$ cat config.mk
export PLATFORM = sky130hd
export DESIGN_NAME = sisc_exec_ctrl
export DESIGN_NICKNAME = d
export VERILOG_FILES = /design/src/rtl/sisc_pkg.sv /design/src/rtl/sisc_alu_core.sv /design/src/rtl/sisc_exec_ctrl.sv
export SDC_FILE = /design/constraint.sdc
export NUM_CORES = 1
export LEC_CHECK = 0
export ABC_CLOCK_PERIOD_IN_PS = 8300
export BUFFER_PORTS_ARGS = -buffer_cell sky130_fd_sc_hd__buf_2
export CAP_MARGIN = 0
export CELL_PAD_IN_SITES_DETAIL_PLACEMENT = 2
export CELL_PAD_IN_SITES_GLOBAL_PLACEMENT = 2
export CORE_ASPECT_RATIO = 1.2
export CORE_MARGIN = 3
export CORE_UTILIZATION = 33
export CTS_BUF_LIST = sky130_fd_sc_hd__clkbuf_16
export DETAILED_ROUTE_END_ITERATION = 16
export HOLD_SLACK_MARGIN = 0.12
export PLACE_DENSITY = 0.85
export SYNTH_ARGS = -nofsm -noshare
export SYNTH_HDL_FRONTEND = slang
export SYNTH_SLANG_ARGS = --single-unit
$ cat constraint.sdc
create_clock -name clk -period 8.3 [get_ports clk]
set_input_delay 0.83 -clock clk [delete_from_list [all_inputs] [get_ports clk]]
set_output_delay 0.83 -clock clk [all_outputs]
set_load 0.02 [all_outputs]
$ cat src/rtl/sisc_pkg.sv
// Shared types and constants for the SISC execution/control core.
// No logic; backpressure not applicable.
package sisc_pkg;

    typedef enum logic [2:0] {
        START0,
        START1,
        FETCH,
        DECODE,
        EXECUTE,
        MEM,
        WRITEBACK
    } state_t;

    localparam logic [3:0] OP_NOP    = 4'd0;
    localparam logic [3:0] OP_ALU_RR = 4'd1;
    localparam logic [3:0] OP_ALU_RI = 4'd2;
    localparam logic [3:0] OP_BRA    = 4'd4;
    localparam logic [3:0] OP_BRR    = 4'd5;
    localparam logic [3:0] OP_BNE    = 4'd6;
    localparam logic [3:0] OP_BNR    = 4'd7;
    localparam logic [3:0] OP_LOD    = 4'd8;
    localparam logic [3:0] OP_STR    = 4'd9;
    localparam logic [3:0] OP_HLT    = 4'd15;

    localparam logic [1:0] ALU_RR   = 2'b00;
    localparam logic [1:0] ALU_RI   = 2'b01;
    localparam logic [1:0] ALU_ADDR = 2'b10;
    localparam logic [1:0] ALU_IMM  = 2'b11;

    localparam logic [3:0] FN_ADD   = 4'd0;
    localparam logic [3:0] FN_SUB   = 4'd1;
    localparam logic [3:0] FN_AND   = 4'd2;
    localparam logic [3:0] FN_OR    = 4'd3;
    localparam logic [3:0] FN_XOR   = 4'd4;
    localparam logic [3:0] FN_NOT   = 4'd5;
    localparam logic [3:0] FN_SHL   = 4'd6;
    localparam logic [3:0] FN_SHR   = 4'd7;
    localparam logic [3:0] FN_ASR   = 4'd8;
    localparam logic [3:0] FN_PASSB = 4'd9;

    localparam int FLAG_C = 3;
    localparam int FLAG_V = 2;
    localparam int FLAG_N = 1;
    localparam int FLAG_Z = 0;

    function automatic logic [31:0] sext16(input logic [15:0] v);
        return {{16{v[15]}}, v};
    endfunction

endpackage

$ cat src/rtl/sisc_alu_core.sv
// Combinational 32-bit ALU with {C,V,N,Z} flag generation.
// Latency: 0 cycles (pure combinational); no backpressure.
module sisc_alu_core
    import sisc_pkg::*;
(
    input  logic [1:0]  alu_op,
    input  logic [3:0]  func,
    input  logic [31:0] rsa,
    input  logic [31:0] rsb,
    input  logic [15:0] imm,
    output logic [31:0] result,
    output logic [3:0]  flags
);

    logic [31:0] immx;
    logic [31:0] opb;
    logic [32:0] sum;
    logic [31:0] diff;
    logic        c_flag;
    logic        v_flag;

    assign immx = sext16(imm);
    assign opb  = (alu_op == ALU_RR) ? rsb : immx;
    assign sum  = {1'b0, rsa} + {1'b0, opb};
    assign diff = rsa - opb;

    always_comb begin
        result = '0;
        c_flag = 1'b0;
        v_flag = 1'b0;
        case (alu_op)
            ALU_RR, ALU_RI: begin
                case (func)
                    FN_ADD: begin
                        result = sum[31:0];
                        c_flag = sum[32];
                        v_flag = (rsa[31] == opb[31]) && (sum[31] != rsa[31]);
                    end
                    FN_SUB: begin
                        result = diff;
                        // C reports borrow, not the inverted carry of a+~b+1
                        c_flag = (rsa < opb);
                        v_flag = (rsa[31] != opb[31]) && (diff[31] != rsa[31]);
                    end
                    FN_AND:   result = rsa & opb;
                    FN_OR:    result = rsa | opb;
                    FN_XOR:   result = rsa ^ opb;
                    FN_NOT:   result = ~rsa;
                    FN_SHL:   result = rsa << opb[4:0];
                    FN_SHR:   result = rsa >> opb[4:0];
                    FN_ASR:   result = $signed(rsa) >>> opb[4:0];
                    FN_PASSB: result = opb;
                    default:  result = '0;
                endcase
            end
            ALU_ADDR: result = rsa + immx;
            default:  result = immx;
        endcase
    end

    always_comb begin
        flags         = '0;
        flags[FLAG_C] = c_flag;
        flags[FLAG_V] = v_flag;
        flags[FLAG_N] = result[31];
        flags[FLAG_Z] = (result == '0);
    end

endmodule

$ cat src/rtl/sisc_exec_ctrl.sv
// SISC execution core: multicycle control FSM, ALU and branch-target adder.
// Latency: 5 FSM cycles per instruction (HLT parks in DECODE); no backpressure.
module sisc_exec_ctrl
    import sisc_pkg::*;
(
    input  logic        clk,
    input  logic        rst_f,
    input  logic [31:0] instr,
    input  logic [31:0] rsa,
    input  logic [31:0] rsb,
    input  logic [3:0]  stat,
    input  logic [15:0] pc_in,
    output logic [31:0] alu_result,
    output logic [3:0]  sr_in,
    output logic        sr_enable,
    output logic [15:0] br_addr,
    output logic        rf_we,
    output logic        ir_load,
    output logic        dm_we,
    output logic        pc_rst,
    output logic        pc_write,
    output logic        pc_sel,
    output logic        br_sel,
    output logic        rb_sel,
    output logic        mm_sel,
    output logic [1:0]  alu_op,
    output logic [1:0]  wb_sel
);

    state_t      state;
    state_t      state_nxt;
    logic [3:0]  opcode;
    logic [3:0]  mm;
    logic [15:0] imm;
    logic        is_alu;
    logic        is_mem;
    logic        cond_hit;
    logic [1:0]  exec_alu_op;
    logic [31:0] alu_res_raw;
    logic [3:0]  alu_flags;
    logic [7:0]  unused_reg_fields;

    assign opcode            = instr[31:28];
    assign mm                = instr[27:24];
    assign imm               = instr[15:0];
    assign unused_reg_fields = instr[23:16];
    assign is_alu            = (opcode == OP_ALU_RR) || (opcode == OP_ALU_RI);
    assign is_mem            = (opcode == OP_LOD) || (opcode == OP_STR);
    assign cond_hit          = |(mm & stat);

    always_comb begin
        exec_alu_op = ALU_RR;
        if (opcode == OP_ALU_RI) exec_alu_op = ALU_RI;
        else if (is_mem)         exec_alu_op = ALU_ADDR;
    end

    always_ff @(posedge clk or negedge rst_f) begin
        if (!rst_f) state <= START0;
        else        state <= state_nxt;
    end

    always_comb begin
        state_nxt = state;
        pc_rst    = 1'b0;
        ir_load   = 1'b0;
        pc_write  = 1'b0;
        pc_sel    = 1'b0;
        br_sel    = 1'b0;
        rb_sel    = 1'b0;
        mm_sel    = 1'b0;
        alu_op    = ALU_RR;
        wb_sel    = 2'b00;
        rf_we     = 1'b0;
        dm_we     = 1'b0;
        sr_enable = 1'b0;
        case (state)
            START0: begin
                pc_rst    = 1'b1;
                state_nxt = START1;
            end
            START1: state_nxt = FETCH;
            FETCH: begin
                ir_load   = 1'b1;
                pc_write  = 1'b1;
                state_nxt = DECODE;
            end
            DECODE: begin
                state_nxt = EXECUTE;
                case (opcode)
                    OP_BRA, OP_BRR: begin
                        br_sel = (opcode == OP_BRR);
                        if (cond_hit) begin
                            pc_write = 1'b1;
                            pc_sel   = 1'b1;
                        end
                    end
                    OP_BNE, OP_BNR: begin
                        br_sel = (opcode == OP_BNR);
                        if (!cond_hit) begin
                            pc_write = 1'b1;
                            pc_sel   = 1'b1;
                        end
                    end
                    OP_HLT:  state_nxt = DECODE;
                    default: ;
                endcase
            end
            EXECUTE, MEM, WRITEBACK: begin
                // Datapath selects stay stable for the whole back half of the instruction
                alu_op = exec_alu_op;
                mm_sel = is_mem && mm[0];
                rb_sel = (opcode == OP_STR);
                if (state == EXECUTE) begin
                    sr_enable = is_alu;
                    state_nxt = MEM;
                end else if (state == MEM) begin
                    dm_we     = (opcode == OP_STR);
                    state_nxt = WRITEBACK;
                end else begin
                    if (is_alu) begin
                        rf_we  = 1'b1;
                        wb_sel = 2'b00;
                    end else if (opcode == OP_LOD) begin
                        rf_we  = 1'b1;
                        wb_sel = 2'b01;
                    end
                    state_nxt = FETCH;
                end
            end
            default: state_nxt = START0;
        endcase
    end

    sisc_alu_core u_alu (
        .alu_op (alu_op),
        .func   (mm),
        .rsa    (rsa),
        .rsb    (rsb),
        .imm    (imm),
        .result (alu_res_raw),
        .flags  (alu_flags)
    );

    // Datapath outputs are forced quiet while held in reset
    assign alu_result = (state == START0) ? '0 : alu_res_raw;
    assign sr_in      = (state == START0) ? '0 : alu_flags;
    assign br_addr    = (state == START0) ? '0 : (br_sel ? (pc_in + imm) : imm);

endmodule

==> impl_metrics.py, run 1 <==
metrics = {
    "cells_and_area": {
        "diodes": 0,
        "syn_to_final_growth_pct": 10.1,
        "nets": 2370,
        "final_cell_mix": "217 x nand2_1, 216 x a21oi_1, 209 x nor2_1, 174 x buf_2, 139 x ha_1",
        "fin_cells": 2635,
        "top_register": "state",
        "stdcell_area_um2": 14500,
        "final_common_cell": "nand2_1",
        "largestRegisters": "state (3)",
        "drive_gt1_share_pct": 14.0,
        "largest_reg_flops": 3,
    },
    "critical_path": {
        "arrival_ns": 7.07,
        "worst_path_largest_cell_delay_ns": 0.70,
        "end_kind": "primary output",
        "worstSetupStartpointType": "input port",
        "crit_family": "compound AO/OA/AOI/OAI gates",
        "crit_path_top_delay_cell": "a2111oi_0",
        "required_ns": 7.47,
        "worst-path-buf-inv": 5,
        "crit_type": "in -> out",
        "crit_fanout": 29,
        "worstPathCellList": "buf_2 > nor3b_2 > o21ai_4 > buf_4 > mux2i_4 > clkinv_1 > ha_1 > and3_1 > a2111oi_2 > a21oi_1 > o41ai_2 > buf_4 > o21ai_0 > nand4_1 > o21ai_0 > a2111oi_0 > o221ai_1 > nor4_1 > nand4_1 > nor4_2 > buf_2",
    },
    "clock_tree": {
        "cts_setup_buffers": 0,
        "htreeDepth": 1,
        "clock_sinks": 3,
        "numCtsBuffers": 3,
        "clockRootBuffer": "clkbuf_16",
        "clockBufferDepth": 2,
        "cts.clk_slew.worst_paths_ns": 0.03,
        "cts_tree": "yes",
        "clk_latency_ns": 0.23,
    },
    "floorplanning": {
        "io-pin-count": 184,
        "die_h_um": 225,
        "core_um2": 39000,
        "dieArea_um2": 42300,
        "start_util_pct": 33.7,
        "rows": 79,
        "die_x_um": 188,
    },
    "status": {
        "status": "complete, no violations",
    },
    "pwr": {
        "p_leak_uw": 0.00637,
        "p_seq_share_pct": 2.2,
        "powerDensity_nw_per_um2": 133,
        "clock_power_share_pct": 4.0,
        "intPower_uw": 656,
        "switching_share_pct": 65.9,
        "p_sw_uw": 1270,
        "power_uw": 1920,
        "irDropWorstVdd_uv": 132,
        "pwr-share-comb_pct": 93.7,
    },
    "grt": {
        "grt_pass1_vias": 18700,
        "grt-ovfl-total": 0,
        "grt_max_degree": 54,
        "antenna_found_initial": 0,
        "grt_usage_pct": 35.9,
        "grt_pass1_wl_um": 118000,
    },
    "synthesis": {
        "synth_seq_cells": 3,
        "synthArstFlopShare_pct": 100,
        "syn_nets": 2285,
        "yosysWarnings": 0,
        "synth_edf_count": 0,
        "yosysSeqAreaShare_pct": 0.570,
        "syn_inst": 2025,
        "synth_cell_type_count": 107,
        "ys.flop_type": "dfrtp_1",
        "syn_area_um2": 13200,
        "syn_area_per_cell_um2": 6.50,
    },
    "place": {
        "place_area_um2": 14400,
        "placed_cells": 2631,
        "hpwl_um": 63200,
        "port_buffers": 174,
        "place.gp.congestion": 1.02,
    },
    "timing": {
        "period_minus_slack_ns": 7.90,
        "rsz0062_at_grt": "false",
        "tns_ns": 0,
        "worst_slew_pin_slew_ns": 1.15,
        "slew-limit-headroom_pct": 22.9,
        "max_freq_ghz": 0.127,
        "fin_skew_ns": 0.000546,
        "hold_viol": 0,
        "fin_crit_sh_pct": 95.1,
        "whs_ns": 0.398,
        "setup_violations": 0,
        "drv_slew": 0,
    },
    "worst_hold_path": {
        "hp-class": "in -> async",
    },
    "drt": {
        "ant_nets": 0,
        "first_iter_violations": 1497,
        "wl_per_cell_um": 30.2,
        "route.detailed.drc": 0,
        "dr.pass1.iters": 5,
        "totalWireLength_um": 79600,
        "viasPerCell": 6.69,
        "num_vias": 17600,
    },
    "run": {
        "drv_cap": 0,
    },
}
-- area by class of cell --
class | instances | area [µm²]
Clock buffer | 3 | 75.1
Clock inverter | 1 | 3.75
Fill cell | 4875 | 24600
Inverter | 126 | 475
Multi-Input combinational cell | 1756 | 12000
Sequential cell | 3 | 75.1
Tap cell | 526 | 658
Timing Repair Buffer | 220 | 1220
-- metal layers --
| layer | share of wire [%] | track usage [%] | vias up |
|---|---|---|---|
| met2 | 46 | 61.9 | 843 |
| met4 | 8.7 | 24.8 | 0 |
| met3 | 6.3 | 4.58 | 294 |
| met5 | 0 | 0 | - |
| met1 | 39 | 41.5 | 8764 |
| li1 | - | - | 7729 |
-- kinds of logic after synthesis --
group           synth area share (%)
compound gates                  40.3
simple gates                    22.4
buf+inv                         8.76
fa+ha+maj                       13.7
mux                             9.70
xor+xnor                        4.66
flops                          0.570
other cells                   0.0285
-- power by group through the flow --
stage | sequential [µW] | clock [µW] | combinational [µW]
CTS | 42.9 | 78.0 | 1760
floorplan | 24.8 | 0 | 1160
detailed placement | 42.3 | 0 | 1760
global placement | 40.5 | 0 | 1690
global route | 45.2 | 78.4 | 1920
finish | 43.2 | 77.6 | 1800
-- per-stage QoR --
step	setup slack, ns	util, %
detailed placement	0.328	36.9
global route	0.247	37.1
global placement	0.595	36.9
floorplan	1.12	-
finish	0.404	37.1
CTS	0.292	37.1
-- synth_stat cells (13+ instances only) --
library cell / number / share of area (%)
a21o_1: 21 / 1.2
nor4_1: 16 / 0.76
mux2i_1: 99 / 7.5
a22o_1: 14 / 0.93
nor2_1: 210 / 6.0
a221oi_1: 28 / 1.9
o31ai_1: 13 / 0.74
nand2_1: 218 / 6.2
ha_1: 139 / 13
and2_1: 13 / 0.62
buf_2: 16 / 0.61
a211oi_1: 55 / 3.1
nand4_1: 15 / 0.71
nand3_1: 33 / 1.3
inv_1: 119 / 3.4
nor3_1: 50 / 1.9
clkbuf_1: 91 / 2.6
o21bai_1: 28 / 1.6
nor2b_1: 30 / 1.4
o221ai_1: 27 / 1.8
o22ai_1: 46 / 2.2
o211ai_1: 24 / 1.4
a21oi_1: 216 / 8.2
a22oi_1: 33 / 1.9
a31oi_1: 32 / 1.5
o21ai_0: 115 / 4.4
o21a_1: 16 / 0.91
xnor2_1: 58 / 3.9
-- repair_timing --
item                       4_1_cts  5_1_grt
hold buffers                     0        0
setup endpoints to repair        0        1
gates resized for setup          0        1
-- path summary, 6_finish.rpt --
| check | start | end | slack, ns | cells past startpoint |
|---|---|---|---|---|
| min reg2reg | state[1] | state[1] | 0.65 | 1 |
| min in group clk | state[1] | state[1] | 0.65 | 1 |
| max reg2reg | state[0] | state[1] | 7.02 | 3 |
| max | instr[31] | sr_in[0] | 0.40 | 21 |
| min | rst_f | state[1] | 0.40 | 1 |
| max in group asynchronous | rst_f | state[2] | 7.79 | 1 |
-- worst reg2reg max path: stages (launching register included) --
cell      delay [ns]
dfrtp_1         0.55
nand2_1         0.25
o21bai_1        0.24
o21a_1          0.12
Power figures use the tool's default switching activity.
==> inputs of run 2 (changes only) <==
--- a/config.mk
+++ b/config.mk
@@ -7,7 +7,6 @@
 export LEC_CHECK = 0
 export ABC_CLOCK_PERIOD_IN_PS = 8300
 export BUFFER_PORTS_ARGS = -buffer_cell sky130_fd_sc_hd__buf_2
-export CAP_MARGIN = 0
 export CELL_PAD_IN_SITES_DETAIL_PLACEMENT = 2
 export CELL_PAD_IN_SITES_GLOBAL_PLACEMENT = 2
 export CORE_ASPECT_RATIO = 1.2
@@ -17,6 +16,8 @@
 export DETAILED_ROUTE_END_ITERATION = 16
 export HOLD_SLACK_MARGIN = 0.12
 export PLACE_DENSITY = 0.85
+export REMOVE_ABC_BUFFERS = 1
+export SLEW_MARGIN = 20
 export SYNTH_ARGS = -nofsm -noshare
 export SYNTH_HDL_FRONTEND = slang
 export SYNTH_SLANG_ARGS = --single-unit
==> impl_metrics.py, run 2 (synthesized netlist as in run 1, its figures left out) <==
metrics = {
    "cells_and_area": {
        "syn_to_final_growth_pct": 10.6,
        "largestRegisters": "state (3)",
        "drive_gt1_share_pct": 14.3,
        "top_register": "state",
        "fin_cells": 2642,
        "largest_reg_flops": 3,
        "final_common_cell": "nand2_1",
        "final_cell_mix": "217 x nand2_1, 216 x a21oi_1, 209 x nor2_1, 174 x buf_2, 139 x ha_1",
        "utilization_pct": 37.3,
        "nets": 2376,
    },
    "critical_path": {
        "crit_type": "in -> out",
        "arrival_ns": 7.01,
        "required_ns": 7.47,
        "worstSetupStartpointType": "input port",
        "crit_fanout": 24,
        "end_kind": "primary output",
    },
    "clock_tree": {
        "clk_latency_ns": 0.22,
        "cts.clk_slew.worst_paths_ns": 0.03,
        "cts_setup_buffers": 0,
        "hold_buffers": 0,
        "clockRootBuffer": "clkbuf_16",
        "clock_sinks": 3,
        "clockBufferDepth": 2,
        "cts_tree": "yes",
        "numCtsBuffers": 3,
        "htreeDepth": 1,
    },
    "grt": {
        "grt_pass1_wl_um": 120000,
        "antenna_found_initial": 2,
        "grt_pass1_vias": 18900,
        "grt-ovfl-total": 0,
        "grt_max_degree": 53,
        "grt_usage_pct": 36.3,
    },
    "place": {
        "place.gp.congestion": 1.02,
        "hpwl_um": 62900,
        "placed_cells": 2637,
        "port_buffers": 174,
    },
    "timing": {
        "rsz0062_at_grt": "false",
        "setup_violations": 0,
        "period_minus_slack_ns": 7.84,
        "worst_slew_pin_slew_ns": 1.18,
        "max_freq_ghz": 0.128,
        "fin_skew_ns": 0.000691,
        "fin_crit_sh_pct": 94.4,
        "drv_slew": 0,
        "hold_viol": 0,
        "slew-limit-headroom_pct": 21.1,
    },
    "drt": {
        "wl_per_cell_um": 30.4,
        "num_vias": 17800,
        "route.detailed.drc": 0,
        "viasPerCell": 6.73,
        "first_iter_violations": 1636,
        "totalWireLength_um": 80300,
        "ant_nets": 0,
        "dr.pass1.iters": 5,
    },
    "floorplanning": {
        "start_util_pct": 33.7,
        "die_x_um": 188,
        "rows": 79,
        "core_um2": 39000,
        "io-pin-count": 184,
        "dieArea_um2": 42300,
        "die_h_um": 225,
    },
    "status": {
        "status": "complete, no violations",
    },
    "pwr": {
        "irDropWorstVdd_uv": 143,
        "powerDensity_nw_per_um2": 132,
        "p_leak_uw": 0.00641,
    },
    "worst_hold_path": {
        "hp-class": "in -> async",
    },
    "run": {
        "drv_cap": 0,
    },
}
-- run 2: power by group --
part | leakage [µW] | switching [µW] | total [µW] | internal (µW)
combinational | 0.00633 | 1230 | 1800 | 576
sequential | 0.0000359 | 21.2 | 43.0 | 21.8
clock | 0.0000423 | 13.6 | 75.8 | 62.2
total | 0.00641 | 1260 | 1920 | 660
-- run 2: area by class of cell --
cell class                      count  area (µm²)
Sequential cell                     3        75.1
Fill cell                        4873       24500
Tap cell                          526         658
Inverter                          126         475
Clock inverter                      1        3.75
Clock buffer                        3        75.1
Antenna cell                        1        2.50
Timing Repair Buffer              226        1270
Multi-Input combinational cell   1756       12000
-- run 2: metal layers --
metal	track usage [%]	vias up	share of wire [%]
met4	23.2	2	7.8
met1	42.1	8858	39
met3	4.74	295	6.1
met5	0	-	0.020
met2	63.3	872	48
li1	-	7741	-
-- run 2: timing repair --
item                                   4_1_cts  5_1_grt
setup endpoints to repair                    0        1
endpoints found under the hold margin        0        0
gates resized for setup                      0        4
-- run 2: final timing paths --
kind | slack [ns] | start | endpoint | cells after the start
max | 0.46 | instr[28] | sr_in[0] | 24
max reg2reg | 7.05 | state[0] | state[1] | 3
min in group clk | 0.65 | state[1] | state[1] | 1
max in group asynchronous | 7.80 | rst_f | state[1] | 1
min reg2reg | 0.65 | state[1] | state[1] | 1
min | 0.39 | rst_f | state[2] | 1
-- run 2: worst max-delay path: stages --
cell and delay [ns]:
buf_2 0.18, nor4b_2 0.54, o21ai_4 0.27, buf_12 0.26, mux2i_2 0.22, inv_1 0.10, ha_1 0.42, and3_1 0.22
a2111oi_1 0.42, buf_4 0.23, a21oi_1 0.13, nor2_1 0.11, nor2_1 0.06, or4_1 0.52, a31oi_1 0.29, mux2i_1 0.22
a21oi_1 0.09, a211oi_2 0.40, nand4_1 0.27, nor4_1 0.43, buf_4 0.20, nand4_1 0.18, nor4_2 0.18, buf_2 0.21
-- run 2: per-stage QoR --
step	setup WS (ns)	hold slack (ns)	setup TNS, ns	total power, µW	cell area [µm²]
2_1_floorplan	-1.93	0.534	-30.36	1130	12500
3_3_place_gp	0.642	0.625	0	1730	14500
3_5_place_dp	0.394	0.629	0	1790	14500
4_1_cts	0.377	0.391	0	1880	14500
5_1_grt	0.0465	0.397	0	2040	14600
6_report	0.463	0.394	0	1920	14600
==> inputs of run 3 (changes only) <==
--- a/config.mk
+++ b/config.mk
@@ -14,8 +14,9 @@
 export CORE_UTILIZATION = 33
 export CTS_BUF_LIST = sky130_fd_sc_hd__clkbuf_16
 export DETAILED_ROUTE_END_ITERATION = 16
+export GPL_TIMING_DRIVEN = 1
 export HOLD_SLACK_MARGIN = 0.12
-export PLACE_DENSITY = 0.85
+export PLACE_DENSITY = 0.94
 export REMOVE_ABC_BUFFERS = 1
 export SLEW_MARGIN = 20
 export SYNTH_ARGS = -nofsm -noshare
==> impl_metrics.py, run 3 (synthesized netlist as in run 1, its figures left out) <==
metrics = {
    "critical_path": {
        "crit_fanout": 12,
        "worst_path_largest_cell_delay_ns": 0.84,
        "end_kind": "primary output",
        "required_ns": 7.47,
        "worstSetupStartpointType": "input port",
        "worst-path-buf-inv": 5,
        "crit_family": "compound AO/OA/AOI/OAI gates",
        "crit_top_cell": "o221ai_1",
        "arrival_ns": 7.13,
        "crit_path_top_delay_cell": "o311ai_1",
        "worstPathCellList": "buf_2 > or4b_4 > a211oi_4 > a21oi_4 > inv_2 > ha_1 > inv_1 > ha_1 > inv_1 > o221ai_1 > o311ai_1 > a41oi_1 > a41oi_1 > o221ai_1 > xnor2_1 > o221ai_1 > a22oi_1 > nor4b_1 > nand4_1 > nor4_2 > buf_2",
        "crit_type": "in -> out",
    },
    "drt": {
        "ant_nets": 0,
        "route.detailed.drc": 0,
        "num_vias": 18100,
        "viasPerCell": 6.83,
        "dr.pass1.iters": 5,
        "totalWireLength_um": 83900,
        "first_iter_violations": 1486,
        "wl_per_cell_um": 31.7,
    },
    "clock_tree": {
        "cts_tree": "yes",
        "cts.clk_slew.worst_paths_ns": 0.03,
        "ctsResizeCount": 0,
        "cts_setup_buffers": 0,
        "clockRootBuffer": "clkbuf_16",
        "hold_buffers": 0,
        "clock_sinks": 3,
        "clockBufferDepth": 2,
        "clk_latency_ns": 0.23,
        "htreeDepth": 1,
        "numCtsBuffers": 3,
    },
    "timing": {
        "tns_ns": 0,
        "fin_crit_sh_pct": 96.0,
        "setup_violations": 0,
        "max_freq_ghz": 0.126,
        "rsz0062_at_grt": "false",
        "drv_slew": 0,
        "hold_viol": 0,
        "worst_slew_pin_slew_ns": 1.16,
        "fin_ws_ns": 0.336,
        "whs_ns": 0.391,
        "period_minus_slack_ns": 7.96,
        "fin_skew_ns": 0.00157,
        "slew-limit-headroom_pct": 22.7,
    },
    "pwr": {
        "p_leak_uw": 0.00643,
        "powerDensity_nw_per_um2": 135,
        "pwr-share-comb_pct": 93.8,
        "switching_share_pct": 66.2,
        "irDropWorstVdd_uv": 138,
        "p_sw_uw": 1300,
        "clock_power_share_pct": 3.9,
        "p_seq_share_pct": 2.3,
        "intPower_uw": 664,
    },
    "cells_and_area": {
        "nets": 2380,
        "largest_reg_flops": 3,
        "largestRegisters": "state (3)",
        "drive_gt1_share_pct": 14.5,
        "final_cell_mix": "217 x nand2_1, 216 x a21oi_1, 209 x nor2_1, 174 x buf_2, 139 x ha_1",
        "syn_to_final_growth_pct": 11.0,
        "fin_cells": 2646,
        "final_common_cell": "nand2_1",
        "top_register": "state",
    },
    "grt": {
        "grtUsageMet2_pct": 65.0,
        "busiest_layer": "met2",
        "grt_max_degree": 53,
        "grt_pass1_wl_um": 124000,
        "antenna_found_initial": 1,
        "grt_usage_pct": 37.9,
        "grt-ovfl-total": 0,
        "use_met3_pct": 4.71,
        "grt_pass1_vias": 19500,
        "grt_util_met1_pct": 43.2,
    },
    "place": {
        "place_ws_ns": 0.135,
        "port_buffers": 174,
        "place.gp.congestion": 1.03,
        "placed_cells": 2641,
        "hpwl_um": 66200,
    },
    "floorplanning": {
        "dieArea_um2": 42300,
        "io-pin-count": 184,
        "die_x_um": 188,
        "die_h_um": 225,
        "core_um2": 39000,
        "rows": 79,
        "start_util_pct": 33.7,
    },
    "worst_hold_path": {
        "hp-class": "in -> async",
    },
    "run": {
        "drv_cap": 0,
    },
    "status": {
        "status": "complete, no violations",
    },
}
-- run 3: layout make-up --
class	instances	area [µm²]
fillers	4803	24400
multi-input cells	1756	12000
repair buffers	230	1300
well taps	526	658
inverters	126	475
flip-flops and latches	3	75.1
clock buffers	3	75.1
clock inverters	1	3.75
diodes	1	2.50
-- run 3: power groups by stage --
stage	sequential, µW	clock, µW	combinational (µW)
floorplan	34.9	0	1100
global placement	41.0	0	1690
detailed placement	43.5	0	1780
CTS	43.9	77.4	1790
global route	47.4	79.3	1950
finish	45.6	76.8	1850
-- run 3: per-stage QoR --
stage | util (%) | instance area [µm²] | power, µW
after floorplan | - | 12500 | 1130
after global placement | 37.1 | 14500 | 1730
after detailed placement | 37.1 | 14500 | 1830
after CTS | 37.3 | 14600 | 1910
after global routing | 37.4 | 14600 | 2070
final | 37.4 | 14600 | 1970
-- run 3: per-layer routing --
layer,routed length [µm],vias up
met1,31800,8978
li1,-,7725
met3,5370,389
met2,39100,992
met5,0,-
met4,7570,0
-- run 3: final timing paths --
kind,cells past startpoint,slack (ns),end,from
worst min register to register,1,0.70,state[1],state[1]
worst max-delay path,21,0.34,sr_in[0],instr[28]
max in group asynchronous,1,7.80,state[0],rst_f
min in group clk,1,0.70,state[1],state[1]
worst max register to register,3,6.98,state[1],state[0]
worst min-delay path,1,0.39,state[1],rst_f
-- run 3: worst reg2reg max path: cells and delay by family, from the launching register on --
kind,cells,cell delay (ns)
AO/OA/AOI/OAI,2,0.36
AND/OR/NAND/NOR,1,0.26
flip-flops,1,0.59
